$ cat src/rtl/pattern_sequencer.sv
// pattern_sequencer: beat-driven pattern/hue sequencer whose visible changes land only on frame_start.
module pattern_sequencer #(
  parameter int NUM_PATTERNS      = 6,
  parameter int PAT_W             = 3,
  parameter int BEATS_PER_PATTERN = 4,
  parameter int HUE_STEP          = 16
) (
  input  logic             clk,
  input  logic             rst_n,
  input  logic             tick,
  input  logic             frame_start,
  input  logic             hold,
  input  logic             step,
  output logic [PAT_W-1:0] pattern_sel,
  output logic [7:0]       hue,
  output logic [7:0]       beat_phase,
  output logic             pattern_change
);
  typedef enum logic {RUN, HOLD} state_t;
  localparam logic [7:0]       LAST_BEAT = 8'(BEATS_PER_PATTERN - 1);
  localparam logic [7:0]       HSTEP     = 8'(HUE_STEP);
  localparam logic [PAT_W-1:0] LAST_PAT  = PAT_W'(NUM_PATTERNS - 1);
  state_t     state;
  logic [7:0] hue_acc;
  logic       adv_pending, chg_d;
  logic       beat_tick, wrap, req;
  always_comb begin
    beat_tick = tick && state == RUN;
    wrap      = beat_tick && beat_phase == LAST_BEAT;
    req       = step || wrap;
  end
  always_ff @(posedge clk) begin
    if (!rst_n) begin
      state          <= RUN;
      hue_acc        <= '0;
      adv_pending    <= 1'b0;
      chg_d          <= 1'b0;
      pattern_sel    <= '0;
      hue            <= '0;
      beat_phase     <= '0;
      pattern_change <= 1'b0;
    end else begin
      state <= hold ? HOLD : RUN;
      if (beat_tick) begin
        hue_acc    <= hue_acc + HSTEP;
        beat_phase <= wrap ? 8'd0 : beat_phase + 8'd1;
      end
      // a request arriving with frame_start survives for the next frame
      adv_pending    <= req || (adv_pending && !frame_start);
      chg_d          <= frame_start && adv_pending;
      pattern_change <= chg_d;
      if (frame_start) begin
        hue <= hue_acc;
        if (adv_pending) pattern_sel <= (pattern_sel == LAST_PAT) ? '0 : pattern_sel + 1'b1;
      end
    end
  end
endmodule

$ cat config.mk
export PLATFORM = sky130hd
export DESIGN_NAME = pattern_sequencer
export DESIGN_NICKNAME = d
export VERILOG_FILES = /design/src/rtl/pattern_sequencer.sv
export SDC_FILE = /design/constraint.sdc
export NUM_CORES = 1
export LEC_CHECK = 0
export BUFFER_PORTS_ARGS = -buffer_cell sky130_fd_sc_hd__buf_2
export CAP_MARGIN = 30
export CORE_MARGIN = 1.5
export CORE_UTILIZATION = 54
export CTS_CLUSTER_DIAMETER = 40
export CTS_CLUSTER_SIZE = 14
export DETAILED_ROUTE_END_ITERATION = 10
export HOLD_SLACK_MARGIN = 0.06
export PLACE_DENSITY = 0.81
export SLEW_MARGIN = 5
export SYNTH_ARGS = -nofsm -noshare
export SYNTH_HDL_FRONTEND = slang
export SYNTH_SLANG_ARGS = --single-unit
$ cat constraint.sdc
create_clock -name clk -period 3.9 [get_ports clk]
set_clock_uncertainty 0.1 [all_clocks]
set_input_delay 0.78 -clock clk [delete_from_list [all_inputs] [get_ports clk]]
set_output_delay 0.78 -clock clk [all_outputs]
set_load 0.01 [all_outputs]
==> flow_summary_export.csv, run 1 <==
group,metric,value,unit
detailed_routing,final_antenna_net_count,0,
critical_path,cp.arrival,0.98,ns
critical_path,end_kind,"output port",
layout,mostFrequentLayoutCells,"23 x dfxtp_1, 21 x buf_2, 12 x a21oi_1",
critical_path,crit_chain,"buf_2",
critical_path,worstPathRequired,3.02,ns
cts,worstSkewPairLatency,0.31,ns
timing,rsz0062_at_grt,"false",
critical_path,slowest_stage,"dfxtp_1",
global_route,grt_pass1_wl,2820,µm
place,gp_congestion,0.733,
critical_path,path_max_fanout,9,
power_and_ir_drop,power_density,348,mW/mm²
cts,clk_pin_slew,0.12,ns
layout,diodes,0,
cts,cts_hold_buf,0,
cts,cts_max_path_buffers,2,
logic_synthesis,netlist_area,987,µm²
timing,tns,0,ns
critical_path,cpPeakStageDelay,0.49,ns
cts,cts_root_buf,"clkbuf_4",
timing,finalCritPeriodShare,47.8,%
die,die_x,45.8,µm
die,die_area,0.00209,mm²
cts,h-tree-depth,1,
critical_path,cp_num_buf_inv,1,
critical_path,crit_type,"flop to output port",
power_and_ir_drop,ir_worst_vdd,207,µV
cts,cts_setup_buffers,0,
timing,finalHoldViolations,0,
logic_synthesis,netlist_instances,109,
detailed_routing,drt_pass1_iterations,4,
die,io_pins,26,
die,core,0.00173,mm²
layout,area_delta_synth_final,12.4,%
cts,clock-sinks,23,
detailed_routing,wl_per_cell,11.3,µm
logic_synthesis,yosysSeqAreaShare,46.6,%
logic_synthesis,ys.flop_type,"dfxtp_1",
place,portBuffers,21,
detailed_routing,drc,0,
timing,min_period,1.86,ns
global_route,grt_pass1_vias,686,
cts,ctsResizeCount,0,
die,start_util,57.2,%
die,rows,15,
detailed_routing,drt-total-wl,1760,µm
die,die-height,45.8,µm
logic_synthesis,yosysWarnings,0,
timing,setup_viol,0,
worst_hold_path,min_path_type,"flop to flop",
critical_path,start_kind,"flop",
global_route,antenna_found_initial,0,
layout,final_core_util,64.3,%
critical_path,critPathTopFamily,"flip-flops",
global_route,grt_max_degree,19,
global_route,track_usage,18.9,%
cts,cts_buffers,3,
logic_synthesis,synth-edff-count,0,
detailed_routing,vias,846,
logic_synthesis,ys_types,31,
layout,nets,139,
flow_run,drv_cap,0,
global_route,overflow,0,
logic_synthesis,synth.avg_cell_area,9.06,µm²
outcome,status,"finished, final reports clean",
place,dpl.hpwl,1300,µm
cts,cts_tree,"yes",
power_and_ir_drop,total_leakage_power,0.472,nW
logic_synthesis,async_flop_share,0,%
detailed_routing,drtIter0Drc,25,
timing,slew_violations,0,
timing,max_freq,537,MHz
layout,final_common_cell,"dfxtp_1",
logic_synthesis,ys_ff_latch,23,
detailed_routing,post_drt_via_cell_ratio,5.46,
layout,drive_gt1_share,23.1,%
==> metrics by stage <==
step           cell area [µm²]  setup WS (ns)  hold WS [ns]  total power, mW  std cells
3_3_place_gp              1080           2.06         0.321            0.284        151
5_1_grt                   1110           1.98         0.385            0.404        155
2_1_floorplan              998           2.14         0.312            0.277        112
6_report                  1110           2.04         0.347            0.387        155
4_1_cts                   1110           2.03         0.351            0.390        155
3_5_place_dp              1080           2.04         0.322            0.285        151
==> kinds of logic after synthesis <==
logic type                 share of synthesized area [%]
xor gates and xnor gates                            2.66
and+or+nand+nor                                     23.8
other                                              0.380
AOI/OAI and AO/OA                                   13.1
buffers and inverters                               6.84
adders and majority gates                           2.53
DFF                                                 46.6
muxes                                               4.06
==> sequential cells by signal (all words and copies together), names as in the netlist <==
name,count
adv_pending,1
beat_phase,8
chg_d,1
hue,4
hue_acc,4
pattern_change,1
pattern_sel,3
state,1
==> metal layers <==
metal  vias up  GRT usage [%]  wire length, µm
met4         0           9.71               39
met1       387           23.5              812
met2        31           29.6              806
met3         6           5.56              101
met5         -              0                0
li1        422              -                -
==> area by class of cell <==
cell class | instances | area (µm²)
tap | 25 | 31.3
fill | 162 | 617
timing repair buffer | 21 | 105
multi-input combinational | 78 | 470
sequential | 23 | 460
clock buffer | 3 | 22.5
inverter | 4 | 15.0
clock inverter | 1 | 5.00
==> cell usage after synthesis (all sizes together), types with 2 or more instances <==
cell	n	area, µm²
nand4	2	12.5
mux2i	4	40.0
nand3b	2	15.0
dfxtp	23	460
or3	7	43.8
o21ai	7	35.0
nand3	6	30.0
xor2	2	17.5
nor2	9	33.8
or4	2	18.8
buf	6	48.8
ha	2	25.0
inv	4	15.0
nand2	7	26.3
a21oi	12	60.1
and2	2	12.5
==> final timing paths <==
kind	start	endpoint	slack (ns)	cells past startpoint
setup reg to reg	beat_phase[0]	beat_phase[4]	2.36	4
hold reg to reg	chg_d	pattern_change	0.35	1
hold / removal	chg_d	pattern_change	0.35	1
setup / recovery	beat_phase[2]	beat_phase[2]	2.04	1
==> power breakdown <==
part           switching [mW]  internal (mW)  leakage (nW)
Combinational          0.0179         0.0130         0.268
Sequential            0.00621          0.242         0.187
Clock                  0.0691         0.0383        0.0177
Total                  0.0932          0.293         0.472
Power figures use the tool's default switching activity.
==> run 2, diff against run 1 <==
CORE_UTILIZATION = 45   (was 54)
PLACE_DENSITY = 0.73   (was 0.81)
clock period = 1.61 ns   (was 3.9 ns; I/O delays follow)
==> run 2 against run 1 <==
  * Design area grew 3.0%
  * Hold slack lost 0.24 ns
  * Largest cell class unchanged
  * Core utilization shrank 7.7 points
==> flow_summary_export.csv, run 2 (synthesis results as in run 1) <==
group,metric,value,unit
outcome,status,"finished, final reports clean",
critical_path,worstPathRequired,1.77,ns
power_and_ir_drop,switchingPower,0.234,mW
layout,drive_gt1_share,26.1,%
layout,largestRegisters,"beat_phase x8, hue x4, hue_acc x4",
layout,fill_cells,207,
place,dp_slack,0.111,ns
layout,nets,143,
place,place_inst,155,
layout,mostFrequentLayoutCells,"21 x dfxtp_1, 21 x buf_2, 12 x a21oi_1",
detailed_routing,drt-total-wl,1880,µm
power_and_ir_drop,ir_worst_vdd,534,µV
cts,worstSkewPairLatency,0.32,ns
die,die_area,0.00248,mm²
critical_path,cp.arrival,1.68,ns
timing,rsz0062_at_grt,"true",
power_and_ir_drop,pwr-share-clk,28.4,%
die,rows,16,
cts,cts_max_path_buffers,2,
detailed_routing,post_drt_via_cell_ratio,5.19,
layout,diodes,0,
timing,min_period,1.52,ns
timing,tns,0,ns
die,io_pins,26,
critical_path,crit_type,"flop to flop",
global_route,overflow,0,
flow_run,drv_cap,0,
place,dpl.hpwl,1340,µm
global_route,antenna_found_initial,0,
critical_path,cpPeakStageDelay,0.50,ns
cts,cts_buffers,3,
place,portBuffers,21,
critical_path,path_max_fanout,9,
global_route,grt_max_degree,18,
timing,setup_viol,0,
cts,h-tree-depth,1,
layout,largest_register_ffs,8,
critical_path,end_kind,"flop",
detailed_routing,drt_pass1_iterations,4,
power_and_ir_drop,power_density,834,mW/mm²
detailed_routing,vias,835,
detailed_routing,drc,0,
critical_path,slowest_stage,"dfxtp_1",
critical_path,start_kind,"flop",
place,placed_cell_area,0.00110,mm²
cts,clk_pin_slew,0.13,ns
layout,area_delta_synth_final,15.8,%
cts,cts_tree,"yes",
power_and_ir_drop,switching_share,24.6,%
power_and_ir_drop,combPwrFrac,8.4,%
timing,finalCritPeriodShare,94.2,%
die,start_util,48.8,%
cts,clock-sinks,23,
die,core,0.00202,mm²
power_and_ir_drop,seqPwrFrac,63.2,%
die,die-height,49.8,µm
timing,max_freq,659,MHz
global_route,track_usage,16.4,%
layout,fin_cells,161,
worst_hold_path,min_path_type,"input pin to flop",
timing,finalHoldViolations,0,
die,die_x,49.8,µm
power_and_ir_drop,intPower,0.719,mW
global_route,grt_pass1_vias,714,
layout,final_cell_area,0.00114,mm²
critical_path,crit_chain,"nand4_1, or4_1, a21oi_1",
place,gp_congestion,0.747,
cts,cts_root_buf,"clkbuf_4",
detailed_routing,final_antenna_net_count,0,
timing,fin_ws,0.0936,ns
global_route,grt_pass1_wl,3020,µm
layout,max_flop_register,"beat_phase",
timing,slew_violations,0,
detailed_routing,wl_per_cell,11.7,µm
detailed_routing,drtIter0Drc,20,
power_and_ir_drop,finalPower,0.953,mW
power_and_ir_drop,total_leakage_power,0.488,nW
[run 2: cell types whose count changed in the layout (fill, tap and decap cells not counted)]
cell      previous run  this run
clkbuf_1             0         1
dfxtp_2              0         2
dfxtp_1             23        21
buf_4                0         4
clkinv_2             1         0
[run 2: cell type report]
class                   count  area, µm²  share of cell area (%)
inverters                   4       15.0                    1.31
multi-input cells          78        470                    41.1
well taps                  27       33.8                    2.95
repair buffers             25        135                    11.8
clock buffers               4       26.3                    2.30
flip-flops and latches     23        463                    40.5
[run 2: final timing paths]
path	start	end	slack [ns]	cells after the start
hold / removal	hold	state	0.10	2
setup reg to reg	beat_phase[2]	beat_phase[7]	0.09	3
hold reg to reg	chg_d	pattern_change	0.33	1
setup / recovery	beat_phase[2]	beat_phase[7]	0.09	3
[run 2: metrics by stage]
step,hold slack (ns),util [%]
3_3_place_gp,0.318,54.4
3_5_place_dp,0.323,54.4
5_1_grt,0.0937,56.6
2_1_floorplan,0.312,-
4_1_cts,0.100,55.7
6_report,0.105,56.6
[run 2: timing repair]
action | 4_1_cts | 5_1_grt
buffers inserted | 0 | 2
endpoints found under the setup margin | 0 | 4
resized for setup | 0 | 2
hold buffers | 0 | 0
[run 2: critical path, delay by kind of cell (launching register included)]
kind,cells,cell delay [ns]
compound gates,1,0.15
flops,1,0.50
simple gates,2,0.72
[run 2: layer usage]
layer	wire length [µm]	GRT usage, %	part of all wire [%]	up-vias
li1	-	-	-	427
met1	863	20.3	46	383
met2	906	25.3	48	20
met3	69	3.64	3.7	5
met4	41	11.1	2.2	0
met5	0	0	0	-
[run 2: power by group through the flow]
stage / sequential [mW] / clock [mW] / combinational [mW]
5_1_grt: 0.606 / 0.309 / 0.0894
3_5_place_dp: 0.614 / 0 / 0.0797
2_1_floorplan: 0.616 / 0 / 0.0551
3_3_place_gp: 0.613 / 0 / 0.0787
6_report: 0.602 / 0.271 / 0.0803
4_1_cts: 0.602 / 0.282 / 0.0802
==> run 3, diff against run 2 <==
CORE_ASPECT_RATIO = 0.75   (was default)
PLACE_DENSITY = default   (was 0.73)
PLACE_DENSITY_LB_ADDON = 0.08   (was default)
==> run 3 against run 2 <==
  * Flip-flop and latch count unchanged
  * Maximum frequency grew 0.37%
  * Sequential share of layout area is 0.44 points lower
  * Cell count decreased by 0.62%
  * Critical path depth unchanged
  * Largest power group unchanged
  * Critical path type unchanged
  * Clock power is 6% lower
  * Core utilization is 0.34 points higher
  * Total power is 1.5% lower
==> flow_summary_export.csv, run 3 (synthesis results as in run 1) <==
group,metric,value,unit
detailed_routing,vias,851,
detailed_routing,wl_per_cell,11.1,µm
layout,multi_input_area,470,µm²
critical_path,cp.arrival,1.60,ns
worst_hold_path,worst_hold_startpoint,"hold",
place,dpl.hpwl,1360,µm
die,die_x,57.1,µm
die,rows,14,
detailed_routing,final_antenna_net_count,0,
critical_path,crit_type,"flop to flop",
timing,rsz0062_at_grt,"false",
layout,nets,145,
timing,min_period,1.51,ns
power_and_ir_drop,ir_worst_vdd,758,µV
detailed_routing,drt-total-wl,1780,µm
power_and_ir_drop,switching_share,23.7,%
power_and_ir_drop,power_density,812,mW/mm²
cts,clock-sinks,23,
power_and_ir_drop,seqPwrFrac,64.1,%
layout,largestRegisters,"beat_phase x8, hue x4, hue_acc x4",
global_route,grt_pass1_vias,747,
cts,worstSkewPairLatency,0.30,ns
critical_path,rrSetupSlack,0.1,ns
global_route,track_usage,16.4,%
layout,area_delta_synth_final,17.1,%
layout,drive_gt1_share,27.9,%
critical_path,timing.rr.end,"beat_phase[3]",
die,start_util,48.6,%
place,place_inst,156,
cts,cts_max_path_buffers,2,
die,io_pins,26,
detailed_routing,post_drt_via_cell_ratio,5.32,
layout,seqCellArea,463,µm²
timing,slew_violations,0,
place,gp_congestion,0.840,
worst_hold_path,min_path_type,"input pin to flop",
cts,cts_root_buf,"clkbuf_4",
die,core,0.00203,mm²
power_and_ir_drop,pwr-share-clk,27.2,%
layout,mostFrequentLayoutCells,"21 x dfxtp_1, 21 x buf_2, 12 x a21oi_1",
worst_hold_path,min_to,"state",
outcome,status,"finished, final reports clean",
global_route,overflow,0,
critical_path,start_kind,"flop",
cts,clk_pin_slew,0.12,ns
worst_hold_path,whs_path_depth,2,
die,die-height,43.6,µm
layout,fill_cells,209,
timing,setup_viol,0,
detailed_routing,drtIter0Drc,21,
cts,cts_tree,"yes",
layout,largest_register_ffs,8,
die,die_area,0.00249,mm²
timing,max_freq,662,MHz
flow_run,drv_cap,0,
power_and_ir_drop,switchingPower,0.222,mW
power_and_ir_drop,intPower,0.716,mW
place,portBuffers,21,
timing,finalHoldViolations,0,
cts,cts_buffers,3,
timing,tns,0,ns
layout,diodes,0,
detailed_routing,drc,0,
cts,h-tree-depth,1,
critical_path,path_max_fanout,9,
cts,cts_hold_buf,0,
layout,max_flop_register,"beat_phase",
power_and_ir_drop,combPwrFrac,8.7,%
layout,fin_cells,160,
critical_path,worstReg2RegStart,"beat_phase[2]",
power_and_ir_drop,total_leakage_power,0.501,nW
critical_path,end_kind,"flop",
global_route,grt_max_degree,18,
critical_path,worstPathRequired,1.70,ns
global_route,antenna_found_initial,0,
critical_path,r2r_cells,3,
timing,finalCritPeriodShare,93.8,%
detailed_routing,drt_pass1_iterations,5,
global_route,grt_pass1_wl,3150,µm
-- run 3: final cells by class --
| cell class | instances | area share, % |
|---|---|---|
| multi-input combinational | 78 | 40.7 |
| inverter | 4 | 1.30 |
| clock buffer | 3 | 1.95 |
| sequential | 23 | 40.0 |
| tap | 24 | 2.60 |
| timing repair buffer | 27 | 13.0 |
| clock inverter | 1 | 0.433 |
-- run 3: worst max-delay path, stage by stage, from the launching register on --
cell	delay (ns)
dfxtp_1	0.41
or4_4	0.54
o41ai_2	0.26
a21oi_1	0.09
-- run 3: worst max path at each step --
stage | startpoint | to | slack [ns] | cells past startpoint
after global routing | beat_phase[0] | beat_phase[4] | 0.007 | 4
after global placement | beat_phase[0] | beat_phase[6] | 0.19 | 4
final | beat_phase[2] | beat_phase[3] | 0.1 | 3
after floorplan | beat_phase[2] | beat_phase[3] | 0.13 | 4
after CTS | beat_phase[0] | beat_phase[4] | 0.09 | 4
after detailed placement | beat_phase[0] | beat_phase[4] | 0.12 | 4
-- run 3: per-layer routing --
layer	part of all wire, %	GRT usage, %	up-vias
met3	5.6	6.27	2
met5	0	0	-
met2	45	26.2	27
met4	0.73	4.19	0
li1	-	-	431
met1	49	21.2	391
-- run 3: metrics by stage --
| stage | util [%] | hold WS, ns | instance area [µm²] | power, mW | worst slack (ns) |
|---|---|---|---|---|---|
| after floorplan | - | 0.312 | 998 | 0.671 | 0.135 |
| after global placement | 55.4 | 0.321 | 1130 | 0.695 | 0.187 |
| after detailed placement | 55.4 | 0.322 | 1130 | 0.697 | 0.119 |
| after CTS | 56.8 | 0.103 | 1150 | 0.954 | 0.0919 |
| after global routing | 56.9 | 0.111 | 1160 | 0.995 | 0.00710 |
| final | 56.9 | 0.116 | 1160 | 0.939 | 0.0991 |
-- run 3: power by group through the flow --
stage / clock network [mW] / logic (mW) / registers (mW)
6_report: 0.255 / 0.0817 / 0.602
5_1_grt: 0.297 / 0.0923 / 0.606
4_1_cts: 0.269 / 0.0829 / 0.601
3_5_place_dp: 0 / 0.0825 / 0.614
3_3_place_gp: 0 / 0.0818 / 0.613
2_1_floorplan: 0 / 0.0551 / 0.616
-- run 3: timing repair --
item / 4_1_cts / 5_1_grt
resized for setup: 0 / 2
buffers inserted: 0 / 0
endpoints found under the setup margin: 0 / 4
